[src/rtl/rob_commit_unit.sv]
// Reorder-buffer retirement stage: per-entry completion tracking and
// in-order commit of the head entry to the architectural register file.
module rob_commit_unit #(
  parameter int ROBsize      = 8,
  parameter int addrSize     = $clog2(ROBsize),
  parameter int dataWidth    = 32,
  parameter int regAddrWidth = 5
) (
  input  logic                    clk_i,
  input  logic                    reset_i,
  input  logic                    alloc_i,
  input  logic [addrSize-1:0]     allocTag_i,
  input  logic [regAddrWidth-1:0] allocDest_i,
  input  logic                    wbValid_i,
  input  logic [addrSize-1:0]     wbTag_i,
  input  logic [dataWidth-1:0]    wbData_i,
  input  logic                    flush_i,
  input  logic [addrSize-1:0]     head_i,
  output logic                    commitValid_o,
  output logic [regAddrWidth-1:0] commitDest_o,
  output logic [dataWidth-1:0]    commitData_o,
  output logic                    updateHead_o,
  output logic                    robEmpty_o
);

  typedef enum logic {CHECK, ADVANCE} state_t;

  state_t state_q, state_d;

  logic [ROBsize-1:0]      valid_q;
  logic [ROBsize-1:0]      done_q;
  logic [regAddrWidth-1:0] dest_q [ROBsize];
  logic [dataWidth-1:0]    data_q [ROBsize];

  logic                    commit_valid_q;
  logic                    update_head_q;
  logic [regAddrWidth-1:0] commit_dest_q;
  logic [dataWidth-1:0]    commit_data_q;

  logic head_ready;
  logic take;

  assign head_ready = valid_q[head_i] & done_q[head_i];

  always_comb begin
    state_d = state_q;
    take    = 1'b0;
    if (flush_i) begin
      state_d = CHECK;
    end else begin
      unique case (state_q)
        CHECK: begin
          if (head_ready) begin
            take    = 1'b1;
            state_d = ADVANCE;
          end
        end
        ADVANCE: state_d = CHECK;
        default: state_d = CHECK;
      endcase
    end
  end

  always_ff @(posedge clk_i or posedge reset_i) begin
    if (reset_i) begin
      state_q <= CHECK;
    end else begin
      state_q <= state_d;
    end
  end

  always_ff @(posedge clk_i or posedge reset_i) begin
    if (reset_i) begin
      commit_valid_q <= 1'b0;
      update_head_q  <= 1'b0;
      commit_dest_q  <= '0;
      commit_data_q  <= '0;
    end else if (flush_i) begin
      commit_valid_q <= 1'b0;
      update_head_q  <= 1'b0;
    end else begin
      commit_valid_q <= take;
      update_head_q  <= take;
      if (take) begin
        commit_dest_q <= dest_q[head_i];
        commit_data_q <= data_q[head_i];
      end
    end
  end

  // Later assignments win: commit clear, then writeback, then allocation.
  always_ff @(posedge clk_i or posedge reset_i) begin
    if (reset_i) begin
      valid_q <= '0;
      done_q  <= '0;
      for (int i = 0; i < ROBsize; i++) begin
        dest_q[i] <= '0;
        data_q[i] <= '0;
      end
    end else if (flush_i) begin
      valid_q <= '0;
      done_q  <= '0;
    end else begin
      if (take) begin
        valid_q[head_i] <= 1'b0;
      end
      if (wbValid_i && valid_q[wbTag_i]) begin
        done_q[wbTag_i] <= 1'b1;
        data_q[wbTag_i] <= wbData_i;
      end
      if (alloc_i) begin
        valid_q[allocTag_i] <= 1'b1;
        done_q[allocTag_i]  <= 1'b0;
        dest_q[allocTag_i]  <= allocDest_i;
      end
    end
  end

  // A flush landing in the ADVANCE cycle cancels the pending pulse.
  assign commitValid_o = commit_valid_q & ~flush_i;
  assign updateHead_o  = update_head_q & ~flush_i;
  assign commitDest_o  = commit_dest_q;
  assign commitData_o  = commit_data_q;
  assign robEmpty_o    = ~|valid_q;

endmodule

[config.mk]
export PLATFORM = sky130hd
export DESIGN_NAME = rob_commit_unit
export DESIGN_NICKNAME = d
export VERILOG_FILES = /design/src/rtl/rob_commit_unit.sv
export SDC_FILE = /design/constraint.sdc
export NUM_CORES = 1
export LEC_CHECK = 0
export CORE_UTILIZATION = 60
export CTS_CLUSTER_DIAMETER = 150
export DETAILED_ROUTE_END_ITERATION = 16
export PLACE_DENSITY = 0.8
export REMOVE_ABC_BUFFERS = 1
export SLEW_MARGIN = 0
export SYNTH_ARGS = -nofsm -noshare
export SYNTH_HDL_FRONTEND = slang
export SYNTH_SLANG_ARGS = --single-unit
[constraint.sdc]
create_clock -name clk_i -period 20.1 [get_ports clk_i]
set_input_delay 6.03 -clock clk_i [delete_from_list [all_inputs] [get_ports clk_i]]
set_output_delay 6.03 -clock clk_i [all_outputs]
set_load 0.02 [all_outputs]
==> results of run 1 <==
-- per-layer routing --
layer	up-vias	global-route usage, %
li1	4161	-
met5	-	0
met2	260	44.4
met4	0	6.82
met1	5030	40.0
met3	55	3.99
-- power breakdown --
group          internal [W]  switching, W
registers          0.000757     0.0000245
clock network      0.000427      0.000272
logic             0.0000741     0.0000693
-- cell usage after synthesis, types with 2 or more instances --
| library cell | instances | share of area (%) |
|---|---|---|
| o221ai_1 | 5 | 0.28 |
| buf_4 | 3 | 0.14 |
| buf_12 | 2 | 0.25 |
| mux2_2 | 351 | 25 |
| nand4b_1 | 3 | 0.17 |
| o211ai_1 | 5 | 0.24 |
| nor2b_1 | 4 | 0.16 |
| a22o_1 | 4 | 0.22 |
| and3_1 | 2 | 0.080 |
| a221oi_1 | 29 | 1.6 |
| a21oi_1 | 15 | 0.48 |
| o21ai_0 | 6 | 0.19 |
| o22ai_1 | 11 | 0.44 |
| clkbuf_1 | 16 | 0.38 |
| nand2_1 | 72 | 1.7 |
| or4_1 | 2 | 0.095 |
| mux2_4 | 20 | 1.9 |
| nand3_1 | 8 | 0.25 |
| a221o_1 | 2 | 0.13 |
| a32oi_1 | 2 | 0.11 |
| a31o_2 | 3 | 0.17 |
| buf_2 | 41 | 1.3 |
| dfrtp_1 | 351 | 56 |
| mux4_2 | 36 | 5.2 |
| a211oi_1 | 6 | 0.29 |
| mux2i_1 | 8 | 0.51 |
| inv_1 | 5 | 0.12 |
| and2_1 | 2 | 0.080 |
| nor2_1 | 26 | 0.62 |
| a22oi_1 | 20 | 0.96 |
| clkinv_1 | 2 | 0.048 |
| buf_1 | 6 | 0.14 |
-- how the worst min path moves through the flow --
stage,startpoint,endpoint,slack [ns],cells past startpoint
after CTS,data_q[143],data_q[143],0.50,1
final,data_q[157],data_q[157],0.50,1
after detailed placement,data_q[143],data_q[143],0.49,1
after global routing,data_q[140],data_q[140],0.51,1
after floorplan,data_q[143],data_q[143],0.47,1
after global placement,data_q[143],data_q[143],0.48,1
-- sequential cells by signal, indices dropped and copies added (netlist names) --
name,flops
done_q,8
data_q,256
dest_q,40
commitDest_o,5
valid_q,8
update_head_q,1
state_q,1
commitData_o,32
-- final cells by class --
type	count	area, µm²	share of cell area, %
clock buffer	50	1080	5.97
tap	330	413	2.29
antenna	1	2.50	0.0139
inverter	8	37.5	0.208
clock inverter	13	178	0.984
multi-input combinational	652	6550	36.3
timing repair buffer	105	1010	5.61
sequential	351	8780	48.6
-- through the flow --
| step | power [W] | hold WS [ns] | instances | utilization (%) | area (µm²) |
|---|---|---|---|---|---|
| after floorplan | 0.000880 | 0.471 | 1011 | - | 15400 |
| after global placement | 0.000930 | 0.479 | 1446 | 66.0 | 16800 |
| after detailed placement | 0.000937 | 0.487 | 1446 | 66.0 | 16800 |
| after CTS | 0.00164 | 0.499 | 1509 | 70.9 | 18100 |
| after global routing | 0.00168 | 0.507 | 1509 | 70.9 | 18100 |
| final | 0.00162 | 0.497 | 1510 | 70.9 | 18100 |
-- cells by family after synthesis --
kind of cell | share of synthesized area, %
compound gates | 5.25
flops | 55.9
simple gates | 3.65
buf+inv | 2.49
mux | 32.7
==> impl_metrics.ini, run 1 <==
[status]
run_status = completed

[clocking]
htreeDepth = 2
cts_setup_buffers = 0
clkTransAtPathRegs_ns = 0.05
cts_buffers = 37
clk_latency_ns = 0.52
cts.sinks = 351
cts_tree = yes
cts_hold_buf = 0
cts_repair_resize_count = 0
cts-root-buf = clkbuf_16
clock_path_buffers = 3

[setup_path]
crit_path_cell_trace = clkdlybuf4s50_1, nor2b_1, clkdlybuf4s50_1
cp-end-kind = output pin
cp_data_arrival_time_ns = 7.54
crit_path_start_kind = input port
r2r-end = commitData_o[25]
r2r_slack_ns = 17.22
r2r_cells = 6
worst-path-buf-inv = 2
slowest_delay_ns = 0.64
worstPathRequired_ns = 14.07
cp.depth = 3
critPathTopFamily = buffers and inverters
cp-endpoint = updateHead_o
r2r_start = done_q[3]
cp_max_fo = 13
cp_slowest_cell = clkdlybuf4s50_1
cp-startpoint = flush_i
crit_path_frequent_cell = clkdlybuf4s50_1
crit_type = in -> out

[sta]
report.final.slew_viol_count = 0
min_period_ns = 13.57
period_share_pct = 67.5
slew_headroom_pct = 20.7
worst_slack_ns = 6.53
setup_viol = 0
grt_setup_unrepaired = false
setup_tns_ns = 0
hold_viol_final = 0
worst_slew_pin_slew_ns = 1.18
max_freq_mhz = 73.7
fin_worst_skew_ns = 0.0177

[drt]
drc = 0
wl_met2_um = 17100
vias = 9506
drt_pass1_iterations = 5
ant_nets = 0
wl_met3_um = 2000
routedWlPerCell_um = 23.4
drt-initial-drc-count = 898
vias_per_cell = 6.30
routed_wl_um = 35300
highest_layer = met4
m1WireLength_um = 15600

[die]
die_y_um = 164
die_area_um2 = 26800
die_w_um = 164
initial_utilization_pct = 61.7
io_pins = 91
rows = 58
core_um2 = 25500

[place]
dp_worst_setup_slack_ns = 6.53
place.gp.congestion = 0.881
hpwl_um = 19800
port_buffers = 90

[grt]
grt_pass1_vias = 9804
grt_pass1_wl_um = 56000
grt_use_total_pct = 27.6
grt-ovfl-total = 0
grt_max_degree = 206
antenna_found_initial = 1

[synthesis]
yosys.cell_types.count = 44
ys_seq_elements = 351
ys_async_sr_fraction_pct = 100
synth_ff_type = dfrtp_1
syn-instance-count = 1080
syn_area_um2 = 15700
ys_warn_count = 0
ys_seq_area_share_pct = 55.9
synth_edf_count = 0
synth.avg_cell_area_um2 = 14.6

[finish]
drive_gt1_share_pct = 41.8
mostFrequentLayoutCells = 351 x mux2_2, 351 x dfrtp_1, 87 x clkdlybuf4s50_1, 68 x nand2_1, 39 x clkbuf_16
nets = 1206
syn2layout_area_growth_pct = 14.9
fillCellCount = 1705

[power]
cellLeakagePower_nw = 8.69
irDropWorstVdd_mv = 0.104
power.density_nw_per_um2 = 89.9

[hold_path]
hp-class = reg -> reg

[flow_run]
drv_cap = 0
Power figures use the tool's default switching activity.
==> run 2: changes to the inputs <==
--- a/config.mk
+++ b/config.mk
@@ -5,10 +5,10 @@
 export SDC_FILE = /design/constraint.sdc
 export NUM_CORES = 1
 export LEC_CHECK = 0
-export CORE_UTILIZATION = 60
+export CORE_UTILIZATION = 54
 export CTS_CLUSTER_DIAMETER = 150
 export DETAILED_ROUTE_END_ITERATION = 16
-export PLACE_DENSITY = 0.8
+export PLACE_DENSITY = 0.76
 export REMOVE_ABC_BUFFERS = 1
 export SLEW_MARGIN = 0
 export SYNTH_ARGS = -nofsm -noshare
==> constraint.sdc (replaced) <==
create_clock -name clk_i -period 10.9 [get_ports clk_i]
set_input_delay 3.27 -clock clk_i [delete_from_list [all_inputs] [get_ports clk_i]]
set_output_delay 3.27 -clock clk_i [all_outputs]
set_load 0.02 [all_outputs]
==> run 2 against run 1 <==
Clock skew barely moved. Cell count rose by 4.0%. Register-to-register slack got worse by 9.4 ns. Critical path type unchanged.
==> impl_metrics.ini, run 2 (synthesized netlist as in run 1, its figures left out) <==
[status]
run_status = completed

[setup_path]
r2r_start = done_q[3]
r2r-end = commitData_o[27]
crit_type = in -> out
r2r_slack_ns = 7.79
cp_max_fo = 13
r2r_cells = 6
cp_data_arrival_time_ns = 4.81
cp-end-kind = output pin
crit_path_start_kind = input port
worstPathRequired_ns = 7.63

[clocking]
cts_tree = yes
cts_setup_buffers = 0
cts_buffers = 37
clock_path_buffers = 3
clkTransAtPathRegs_ns = 0.06
htreeDepth = 2
clk_latency_ns = 0.52
cts.sinks = 351
cts_repair_resize_count = 0
cts-root-buf = clkbuf_16
cts_hold_buf = 0

[flow_run]
drv_cap = 0

[sta]
setup_tns_ns = 0
setup_viol = 0
max_freq_mhz = 124
report.final.slew_viol_count = 0
grt_setup_unrepaired = false
slew_headroom_pct = 9.59
worst_slack_ns = 2.82
period_share_pct = 74.1
hold_viol_final = 0
min_period_ns = 8.08
worst_slew_pin_slew_ns = 1.35
fin_worst_skew_ns = 0.0175

[power]
power_w = 0.00294
power.density_nw_per_um2 = 163
irDropWorstVdd_mv = 0.147
cellLeakagePower_nw = 8.67

[grt]
grt_max_degree = 139
grt_pass1_wl_um = 57300
grt-ovfl-total = 0
grt_pass1_vias = 10049
grt_use_total_pct = 24.6
antenna_found_initial = 1

[finish]
drive_gt1_share_pct = 41.9
regMostFlops = data_q
final_util_pct = 63.0
syn2layout_area_growth_pct = 15.0
largest_reg_flops = 256
mostFrequentLayoutCells = 351 x mux2_2, 351 x dfrtp_1, 87 x clkdlybuf4s50_1, 65 x nand2_1, 39 x clkbuf_16
nets = 1208
fin_cells = 1570

[place]
hpwl_um = 20600
port_buffers = 90
dp_worst_setup_slack_ns = 2.83
place_inst = 1502
place.gp.congestion = 0.813

[hold_path]
hold_path_end = data_q[233]
min_path_cells = 1
hp-start = data_q[233]
hp-class = reg -> reg

[die]
die_w_um = 173
io_pins = 91
rows = 62
die_y_um = 173
initial_utilization_pct = 54.8
die_area_um2 = 29800
core_um2 = 28700

[drt]
drt-initial-drc-count = 616
vias = 9543
vias_per_cell = 6.08
drt_pass1_iterations = 5
ant_nets = 0
drc = 0
routedWlPerCell_um = 22.8
routed_wl_um = 35800
run 2: cell types whose count changed in the layout (fill, tap and decap cells not counted), sizes merged:
| cell | delta |
|---|---|
| clkinv | +1 |
| clkbuf | +6 |
| bufinv | -3 |
| buf | +2 |
| inv | -1 |
| diode | +1 |
run 2: layout make-up:
cell class	instances	area (µm²)
Inverter	8	37.5
Timing Repair Buffer	107	1020
Clock inverter	10	85.1
Tap cell	384	480
Sequential cell	351	8780
Fill cell	2139	10600
Clock buffer	56	1110
Antenna cell	2	5.00
Multi-Input combinational cell	652	6560
run 2: power breakdown:
part | total (W) | switching (W) | internal [W] | leakage [nW]
Clock | 0.00123 | 0.000506 | 0.000728 | 0.589
Sequential | 0.00144 | 0.0000463 | 0.00140 | 4.79
Combinational | 0.000266 | 0.000129 | 0.000137 | 3.29
run 2: per-layer routing:
metal | wire length [µm] | up-vias | global-route usage (%) | share of wire (%)
met3 | 1830 | 59 | 4.20 | 5.1
li1 | - | 4185 | - | -
met4 | 583 | 0 | 5.51 | 1.6
met1 | 16000 | 5050 | 34.6 | 45
met5 | 0 | - | 0 | 0
met2 | 17300 | 249 | 40.2 | 48
run 2: how the worst max path moves through the flow:
stage / startpoint / endpoint / slack, ns
5_1_grt: flush_i / updateHead_o / 2.75
3_5_place_dp: flush_i / commitValid_o / 2.83
2_1_floorplan: reset_i / commitData_o[0] / -2.11
6_report: flush_i / updateHead_o / 2.82
4_1_cts: flush_i / commitValid_o / 2.82
3_3_place_gp: flush_i / commitValid_o / 2.83
run 2: per-stage QoR:
step | instance area, µm² | hold WS, ns
finish | 18100 | 0.499
global route | 18100 | 0.510
CTS | 18100 | 0.500
detailed placement | 16900 | 0.488
global placement | 16900 | 0.481
floorplan | 15400 | 0.471
run 2: critical path, stage by stage:
cell and delay, ns:
clkdlybuf4s50_1 0.67, nor2b_1 0.25, clkdlybuf4s50_1 0.62
